==> src/rtl/mbadd_pkg.sv <==
// Shared definitions for the byte-serial multi-precision adder sequencer.
package mbadd_pkg;

  localparam int BYTE_W = 8;

  typedef enum logic [1:0] {
    IDLE = 2'b00,
    RUN  = 2'b01,
    DONE = 2'b10
  } state_e;

endpackage

==> src/rtl/multibyte_add_seq_if.sv <==
// Request/result bundle between a control unit and multibyte_add_seq.
// The sub request line exists only when MBADD_SUB_EN is defined.
interface multibyte_add_seq_if #(parameter int NBYTES = 4);
  import mbadd_pkg::*;

  logic                     start;
  logic [BYTE_W*NBYTES-1:0] a;
  logic [BYTE_W*NBYTES-1:0] b;
  logic                     cin;
`ifdef MBADD_SUB_EN
  logic                     sub;
`endif
  logic                     ready;
  logic                     done;
  logic [BYTE_W*NBYTES-1:0] sum;
  logic                     cout;
  logic                     ovf;

`ifdef MBADD_SUB_EN
  modport master (output start, a, b, cin, sub, input ready, done, sum, cout, ovf);
  modport slave  (input start, a, b, cin, sub, output ready, done, sum, cout, ovf);
`else
  modport master (output start, a, b, cin, input ready, done, sum, cout, ovf);
  modport slave  (input start, a, b, cin, output ready, done, sum, cout, ovf);
`endif

endinterface

==> src/rtl/multibyte_add_seq_adder8_cla.sv <==
// Combinational 8-bit propagate/generate carry-chain adder shared by the sequencer.
module adder8_cla
  import mbadd_pkg::*;
(
  input  logic [BYTE_W-1:0] a,
  input  logic [BYTE_W-1:0] b,
  input  logic              ci,
  output logic [BYTE_W-1:0] s,
  output logic              co
);

  logic [BYTE_W-1:0] p_s;
  logic [BYTE_W-1:0] g_s;
  logic              c_s;

  // Ripple the carry through per-bit propagate/generate terms.
  always_comb begin
    p_s = a ^ b;
    g_s = a & b;
    c_s = ci;
    s   = {BYTE_W{1'b0}};
    for (int i = 0; i < BYTE_W; i++) begin
      s[i] = p_s[i] ^ c_s;
      c_s  = g_s[i] | (p_s[i] & c_s);
    end
    co = c_s;
  end

endmodule

==> src/rtl/multibyte_add_seq.sv <==
// Byte-serial multi-precision adder: one shared 8-bit adder, LSB byte first.
// Defining MBADD_SUB_EN adds the sub request (A - B via inverted B and carry-in 1).
module multibyte_add_seq
  import mbadd_pkg::*;
#(
  parameter int NBYTES = 4
) (
  input logic                clk,
  input logic                rst_n,
  multibyte_add_seq_if.slave bus
);

  localparam int                W        = BYTE_W * NBYTES;
  localparam int                IDX_W    = $clog2(NBYTES);
  localparam logic [IDX_W-1:0]  LAST_IDX = IDX_W'(NBYTES - 1);

  state_e             state_r;
  logic [W-1:0]       a_sh_r;
  logic [W-1:0]       b_sh_r;
  logic               carry_r;
  logic [IDX_W-1:0]   idx_r;
  logic [W-1:0]       sum_r;
  logic               cout_r;
  logic               ovf_r;
  logic               done_r;
  logic               ready_r;
  logic               a_msb_r;
  logic               b_msb_r;

  logic [W-1:0]       b_eff_s;
  logic               cin_eff_s;
  logic [BYTE_W-1:0]  add_s;
  logic               co_s;

  // Effective B operand and carry-in for the request being accepted.
  always_comb begin
`ifdef MBADD_SUB_EN
    if (bus.sub) begin
      b_eff_s   = ~bus.b;
      cin_eff_s = 1'b1;
    end else begin
      b_eff_s   = bus.b;
      cin_eff_s = bus.cin;
    end
`else
    b_eff_s   = bus.b;
    cin_eff_s = bus.cin;
`endif
  end

  adder8_cla u_adder (
    .a  (a_sh_r[BYTE_W-1:0]),
    .b  (b_sh_r[BYTE_W-1:0]),
    .ci (carry_r),
    .s  (add_s),
    .co (co_s)
  );

  // Sequencer FSM; operand msbs are kept aside because the shifters consume them.
  always_ff @(posedge clk or negedge rst_n) begin
    if (!rst_n) begin
      state_r <= IDLE;
      a_sh_r  <= {W{1'b0}};
      b_sh_r  <= {W{1'b0}};
      carry_r <= 1'b0;
      idx_r   <= {IDX_W{1'b0}};
      sum_r   <= {W{1'b0}};
      cout_r  <= 1'b0;
      ovf_r   <= 1'b0;
      done_r  <= 1'b0;
      ready_r <= 1'b1;
      a_msb_r <= 1'b0;
      b_msb_r <= 1'b0;
    end else begin
      case (state_r)
        IDLE: begin
          if (bus.start) begin
            a_sh_r  <= bus.a;
            b_sh_r  <= b_eff_s;
            carry_r <= cin_eff_s;
            idx_r   <= {IDX_W{1'b0}};
            sum_r   <= {W{1'b0}};
            cout_r  <= 1'b0;
            ovf_r   <= 1'b0;
            a_msb_r <= bus.a[W-1];
            b_msb_r <= b_eff_s[W-1];
            ready_r <= 1'b0;
            state_r <= RUN;
          end
        end
        RUN: begin
          sum_r[int'(idx_r)*BYTE_W +: BYTE_W] <= add_s;
          carry_r <= co_s;
          idx_r   <= idx_r + IDX_W'(1);
          a_sh_r  <= {{BYTE_W{1'b0}}, a_sh_r[W-1:BYTE_W]};
          b_sh_r  <= {{BYTE_W{1'b0}}, b_sh_r[W-1:BYTE_W]};
          if (idx_r == LAST_IDX) begin
            cout_r  <= co_s;
            ovf_r   <= (a_msb_r == b_msb_r) && (add_s[BYTE_W-1] != a_msb_r);
            done_r  <= 1'b1;
            state_r <= DONE;
          end
        end
        DONE: begin
          done_r  <= 1'b0;
          ready_r <= 1'b1;
          state_r <= IDLE;
        end
        default: begin
          done_r  <= 1'b0;
          ready_r <= 1'b1;
          state_r <= IDLE;
        end
      endcase
    end
  end

  assign bus.ready = ready_r;
  assign bus.done  = done_r;
  assign bus.sum   = sum_r;
  assign bus.cout  = cout_r;
  assign bus.ovf   = ovf_r;

endmodule
==> src/flat_wrapper.sv <==
// flat-port wrapper written by rule: the top's interface ports become plain ports
module multibyte_add_seq_flat import mbadd_pkg::*;
#(
  parameter int NBYTES = 4
)
  (clk, rst_n, bus_start, bus_a, bus_b, bus_cin, bus_ready, bus_done, bus_sum, bus_cout, bus_ovf);
  multibyte_add_seq_if #(.NBYTES(NBYTES)) bus_i ();
  input logic clk;
  input logic rst_n;
  input wire logic [$bits(bus_i.start)-1:0] bus_start;
  input wire logic [$bits(bus_i.a)-1:0] bus_a;
  input wire logic [$bits(bus_i.b)-1:0] bus_b;
  input wire logic [$bits(bus_i.cin)-1:0] bus_cin;
  output wire logic [$bits(bus_i.ready)-1:0] bus_ready;
  output wire logic [$bits(bus_i.done)-1:0] bus_done;
  output wire logic [$bits(bus_i.sum)-1:0] bus_sum;
  output wire logic [$bits(bus_i.cout)-1:0] bus_cout;
  output wire logic [$bits(bus_i.ovf)-1:0] bus_ovf;
  assign bus_i.start = bus_start;
  assign bus_i.a = bus_a;
  assign bus_i.b = bus_b;
  assign bus_i.cin = bus_cin;
  assign bus_ready = bus_i.ready;
  assign bus_done = bus_i.done;
  assign bus_sum = bus_i.sum;
  assign bus_cout = bus_i.cout;
  assign bus_ovf = bus_i.ovf;
  multibyte_add_seq #(.NBYTES(NBYTES)) u_core (.clk(clk), .rst_n(rst_n), .bus(bus_i));
endmodule
==> config.mk <==
export PLATFORM = sky130hd
export DESIGN_NAME = multibyte_add_seq_flat
export DESIGN_NICKNAME = d
export VERILOG_FILES = /design/src/rtl/mbadd_pkg.sv /design/src/rtl/multibyte_add_seq_if.sv /design/src/rtl/multibyte_add_seq_adder8_cla.sv /design/src/rtl/multibyte_add_seq.sv /design/src/flat_wrapper.sv
export SDC_FILE = /design/constraint.sdc
export NUM_CORES = 1
export LEC_CHECK = 0
export CAP_MARGIN = 0
export CORE_ASPECT_RATIO = 1.5
export CORE_UTILIZATION = 35
export DETAILED_ROUTE_END_ITERATION = 7
export PLACE_DENSITY = 0.65
export SYNTH_ARGS = -nofsm -noshare
export SYNTH_HDL_FRONTEND = slang
export SYNTH_SLANG_ARGS = --single-unit
==> constraint.sdc <==
create_clock -name clk -period 5.5 [get_ports clk]
set_clock_uncertainty 0.05 [all_clocks]
set_input_delay 1.375 -clock clk [delete_from_list [all_inputs] [get_ports clk]]
set_output_delay 1.375 -clock clk [all_outputs]
set_load 0.005 [all_outputs]
Word-level counts from Yosys, hierarchy flattened

Cells that the tools add are included.

Logic and storage cells: 81
Input port bits: 68
Flip-flop bits (word level): 107

Bitwise operators: 28
Reductions and logical operators: 9
Eq/ne operators: 6
Shift-type cells: 2
Mux-type cells: 22
Add/subtract/negate cells: 2

Operator list:

| operator                | number |
|---|---|
| $pmux 32 s2             | 3 |
| $mux 32                 | 3 |
| $neg 5->33              | 1 |
| $shift 8x33->32 const A | 1 |
| $shiftx 8x33->32        | 1 |
| $bwmux 32               | 1 |
| $pmux 1 s2              | 5 |
| $reduce_and 2->1        | 5 |
| $and 1x1->1             | 8 |
| $and 8x8->8             | 1 |
| $or 1x1->1              | 8 |
| $pmux 2 s2              | 2 |
| $xor 1x1->1             | 8 |
| $xor 8x8->8             | 1 |
| $mux 2                  | 3 |
| $mux 1                  | 5 |
| $reduce_and 3->1        | 1 |
| $add 2x1->2 const B     | 1 |
| $eq 2x1->1 const B      | 1 |
| $eq 2x2->1 const B      | 1 |
| $logic_not 2->1         | 1 |
| $ne 2x1->1 const B      | 1 |
| $ne 2x2->1 const B      | 1 |
| $not 1->1               | 2 |
| other kinds (4)         | 4 |

Logic depth before layout (Yosys ltp)

Word-level depth: 20
Depth in mapped cells: 13

Cells and area by module

A second synthesis with hierarchy kept.

Cell total of the unflattened synthesis: 432
Area, all modules: 4,762.1 um2

By module, submodules not included:

| module            | instances | sequential area each (um2) | area each (um2) | cells an instance |
|---|---|---|---|---|
| multibyte_add_seq | 1         | 2,678.8                    | 4,564.4         | 414 |
| adder8_cla        | 1         | 0.0                        | 197.7           | 18 |

Worst setup path after synthesis

No wires, ideal clock.

Path type: register to register
Start: register u_core.carry_r
End: register u_core.ovf_r (netlist: u_core.bus.ovf)
Buffers on the path: 0
Path slack: 1.666 ns
Stages on the path, launching flop included: 14
Data arrival time: 3.663 ns
Data required time: 5.329 ns
Clock period less this slack: 3.834 ns
Cell sequence: dfrtp_1 fa_1 inv_1 fa_1 fa_1 fa_1 fa_1 fa_1 fa_1 inv_1 fa_1 nand2b_1 o22ai_1 a22o_1

Cells in the longest elaborated chain, start to end: 19

Ends and longest elaborated chain:

| item                   | line                               | RTL |
|---|---|---|
| from (decl)            | multibyte_add_seq.sv:20            | `logic carry_r;` |
| from (signal assigned) | multibyte_add_seq.sv:80            | `carry_r <= cin_eff_s;` |
| from (signal assigned) | multibyte_add_seq.sv:93            | `carry_r <= co_s;` |
| $and 1x1->1            | multibyte_add_seq_adder8_cla.sv:24 | `c_s = g_s[i] \| (p_s[i] & c_s);` |
| $or 1x1->1             | multibyte_add_seq_adder8_cla.sv:24 |  |
| $and 1x1->1            | multibyte_add_seq_adder8_cla.sv:24 |  |
| $or 1x1->1             | multibyte_add_seq_adder8_cla.sv:24 |  |
| $and 1x1->1            | multibyte_add_seq_adder8_cla.sv:24 |  |
| $or 1x1->1             | multibyte_add_seq_adder8_cla.sv:24 |  |
| $and 1x1->1            | multibyte_add_seq_adder8_cla.sv:24 |  |
| $or 1x1->1             | multibyte_add_seq_adder8_cla.sv:24 |  |
| (+3 left out)          | --                                 |  |
| $or 1x1->1             | multibyte_add_seq_adder8_cla.sv:24 |  |
| $and 1x1->1            | multibyte_add_seq_adder8_cla.sv:24 |  |
| $or 1x1->1             | multibyte_add_seq_adder8_cla.sv:24 |  |
| $xor 1x1->1            | multibyte_add_seq_adder8_cla.sv:23 | `s[i] = p_s[i] ^ c_s;` |
| $ne 1x1->1             | multibyte_add_seq.sv:99            | `ovf_r <= (a_msb_r == b_msb_r) && (add_s[BYTE_W-1] != a_msb_r);` |
| $logic_and 1x1->1      | multibyte_add_seq.sv:99            |  |
| $mux 1                 | multibyte_add_seq.sv:97            | `if (idx_r == LAST_IDX) begin` |
| $pmux 1 s2             | multibyte_add_seq.sv:75            | `case (state_r)` |
| to (signal assigned)   | multibyte_add_seq.sv:99            |  |
| to (decl)              | multibyte_add_seq.sv:24            | `logic ovf_r;` |

Every way passes these cells. The select of a mux whose other input is x is not followed.
A chain may end at the register's enable or synchronous reset.

Final worst setup path

Ends and elaborated chain as after synthesis.

==> results by group <==
Worst setup path
  – Crit. End Element: flip-flop
  – R2r setup slk: 1440 ps
  – Max FO, Critical Path: 4
  – Worst Setup Path Type: flip-flop to flip-flop
  – CP required: 5690 ps
  – Startpoint Class: flip-flop
  – Crit path cell chain: fa_1, inv_1, fa_1, fa_1, fa_1, fa_1, fa_1, fa_1, inv_1, fa_1, nand2b_1, o22ai_1, a22o_1
  – Critical Path AT: 4260 ps
  – CP max stage cell: fa_1
  – Cell family with most CP delay: adder cells
  – R2R Path End: u_core.bus.ovf
  – Crit Reg-Reg Startpoint: u_core.carry_r
  – Slowest stage delay, CP: 460 ps
  – Reg2Reg Depth: 13
  – CP most frequent cell: fa_1
  – Worst path bufs/invs: 2

Power and ir drop
  – Sequential Power Share: 0.423
  – Internal power: 1.92 mW
  – Static leakage: 2.62 nW
  – Pwr/cell area: 502 nW/µm²
  – Clk pwr share: 0.206
  – Worst VDD drop: 0.000207 V
  – Psw: 1.22 mW
  – Combinational share of power: 0.371
  – Sw frac: 0.389

STA
  – Setup TNS: 0 ps
  – Fmax: 246 MHz
  – Fin. max-slew vios: 0
  – WHS: 434 ps
  – # setup viols final: 0
  – Tcrit/Tclk final: 0.739
  – Worst slew margin: 0.250
  – Min Tclk post-route: 4060 ps
  – Unrepaired setup endpoints after global routing: false
  – Worst slew pin tran: 1120 ps
  – Final hold vios: 0

Detailed routing
  – WL/cell: 18.7 µm
  – Detailed Route WL: 12.7 mm
  – Final ANT Viol Nets: 0
  – Via density: 5.41
  – Starting DRT DRC Count: 329
  – DRC viols: 6
  – DRT Pass-1 Iters: 7
  – DR vias: 3,681

Yosys
  – Synth Area in Adders: 0.0432
  – Proportion of synthesized area in mux cells: 0.00823
  – Post-Synthesis Cells: 429
  – Netlist cell types: 32
  – Top_reg_cell synth: dfrtp_1
  – Yosys top cell area share: 0.545
  – FFs w/ async S/R, synth: 1.00
  – Seq/Total Area, Yosys: 0.551
  – Xor/xnor cell area share of the yosys netlist: 0
  – Mapped Area: 4870 µm²
  – Syn_nets: 509
  – Synth Area in Compound Gates: 0.271
  – Largest family of logic cells by synthesized area: compound AO/OA/AOI/OAI gates
  – Number of synthesized flops with an enable pin: 0
  – Synth Area in Simple Gates: 0.0728
  – Top post-synthesis cells by area: dfrtp_1, a22oi_1, o2bb2ai_1
  – Cell type with the largest total area after synthesis: dfrtp_1
  – Syn. warnings: 0
  – Synth Register Bits: 107
  – Syn Area/Cell: 11.3 µm²

Clock tree
  – CTS Buffer Depth: 2
  – CTS buffer count: 9
  – Clk_lat worst skew: 350 ps
  – PostCTS Resize Cnt: 0
  – H-Tree Depth: 3
  – Clk pin slew, worst setup/hold paths: 80 ps
  – CTS tree: built
  – # clock sinks: 107
  – Postcts setup bufs: 0
  – Clock Tree Root: clkbuf_16
  – Hold Buf Count CTS: 0

Run
  – Max Cap Viol: 0

Worst hold path
  – Hold Path Origin: u_core.a_sh_r[22]
  – Min-Delay Path Depth: 2
  – Worst Hold Class: flip-flop to flip-flop
  – Hold Path End: u_core.a_sh_r[22]

Place
  – Final GP Congestion: 0.753
  – DP Cell Count: 664
  – Hpwl dp: 8.55 mm
  – Placed Area: 5940 µm²
  – IO Port Bufs: 103

Finish
  – Commonest non-fill, non-tap cell in the layout: dfrtp_1
  – Syn-to-layout area delta: 28.3%
  – Non-Filler Instances: 680
  – Design area: 6240 µm²
  – Final #Nets: 593
  – Ant. Diodes: 0
  – # fillers: 1,267
  – Most frequent cells in the layout: dfrtp_1, clkdlybuf4s50_1, a22oi_1, o21ai_0, o2bb2ai_1
  – Layout cells sized above 1: 0.0598

Run status
  – Status: complete, but fails checks
  – Failing checks: design-rule violations

Die
  – Initial core utilization: 0.360
  – Die area: 14,400 µm²
  – Rows: 52
  – Chip Height: 146 µm
  – Die X: 98.3 µm
  – Top-level I/O count: 104
  – Core area: 13,500 µm²

Global route
  – Gr usage total: 0.184
  – First-pass GRT wire length: 20.4 mm
  – Largest net degree at the start of global routing: 85
  – Overflow left after global routing: 0
  – Initial antenna violation count: 1
  – Vias in the first global route: 3,753
[sequential cells by signal, summed over array words and instances, names as in the netlist]
register and flops:
u_core.a_sh_r 32, u_core.b_sh_r 32, u_core.bus.sum 32, u_core.idx_r 2, u_core.state_r 2, u_core.a_msb_r 1
u_core.b_msb_r 1, u_core.bus.cout 1, u_core.bus.done 1, u_core.bus.ovf 1, u_core.bus.ready 1, u_core.carry_r 1
[cell usage after synthesis, types with 2 or more instances]
cell / number
nand2b_1: 3
o21ai_0: 48
dfrtp_1: 106
fa_1: 8
o2bb2ai_1: 30
buf_2: 15
a22oi_1: 49
nor2b_1: 23
clkbuf_1: 11
a2bb2oi_1: 12
mux2_4: 2
a21o_1: 4
a22o_1: 20
nor2_1: 4
buf_4: 3
nand4_1: 3
inv_1: 20
nor2b_4: 2
ha_1: 4
nand2_1: 25
buf_6: 4
a21oi_1: 23
[metal layers]
layer | global-route usage | up-vias | wire length [µm] | part of all wire
li1 | - | 1740 | - | -
met1 | 0.247 | 1822 | 5510 | 0.43
met2 | 0.293 | 99 | 6360 | 0.50
met3 | 0.0349 | 18 | 526 | 0.041
met4 | 0.0739 | 2 | 275 | 0.022
met5 | 0 | - | 13 | 0.0010
[logic make-up (layout without fill, tap and decap cells)]
logic type                 after synthesis  after routing
AOI/OAI and AO/OA                      189            189
and+or+nand+nor                         64             64
DFF                                    107            107
muxes                                    3              3
buffers and inverters                   54            143
adders and majority gates               12             12
[worst max path at each step]
| stage | slack, ps | from | end | cells past startpoint |
|---|---|---|---|---|
| after floorplan | 1670 | u_core.carry_r | u_core.bus.ovf | 13 |
| after global placement | 1590 | u_core.carry_r | u_core.bus.ovf | 13 |
| after detailed placement | 1450 | u_core.carry_r | u_core.bus.ovf | 13 |
| after CTS | 1430 | u_core.carry_r | u_core.bus.ovf | 13 |
| after global routing | 1290 | u_core.carry_r | u_core.bus.ovf | 13 |
| final | 1440 | u_core.carry_r | u_core.bus.ovf | 13 |
[worst register-to-register path, delay by kind of cell, from the launching register on]
kind	cells	cell delay [ps]
fa+ha+maj	8	2990
flops	1	400
compound gates	2	280
buf+inv	2	140
simple gates	1	100
[area by class of cell]
class	instances	area (µm²)	share of cell area
clock inverters	7	76.3	0.0122
clock buffers	9	225	0.0361
flip-flops and latches	107	2680	0.430
multi-input cells	268	1920	0.308
inverters	20	75.1	0.0120
repair buffers	107	1060	0.170
well taps	162	203	0.0325
[power groups by stage]
stage	clock network, mW	logic [mW]	registers, mW
finish	0.646	1.16	1.32
floorplan	0	0.853	1.19
CTS	0.659	1.18	1.32
global route	0.696	1.29	1.37
detailed placement	0	1.17	1.34
global placement	0	1.14	1.33
[stage by stage]
stage               utilization  power (mW)  setup WS, ps
floorplan                     -        2.05          1670
global placement          0.439        2.47          1590
detailed placement        0.439        2.51          1450
CTS                       0.461        3.16          1430
global route              0.461        3.35          1290
finish                    0.461        3.13          1440
(Power assumes the default switching activity.)
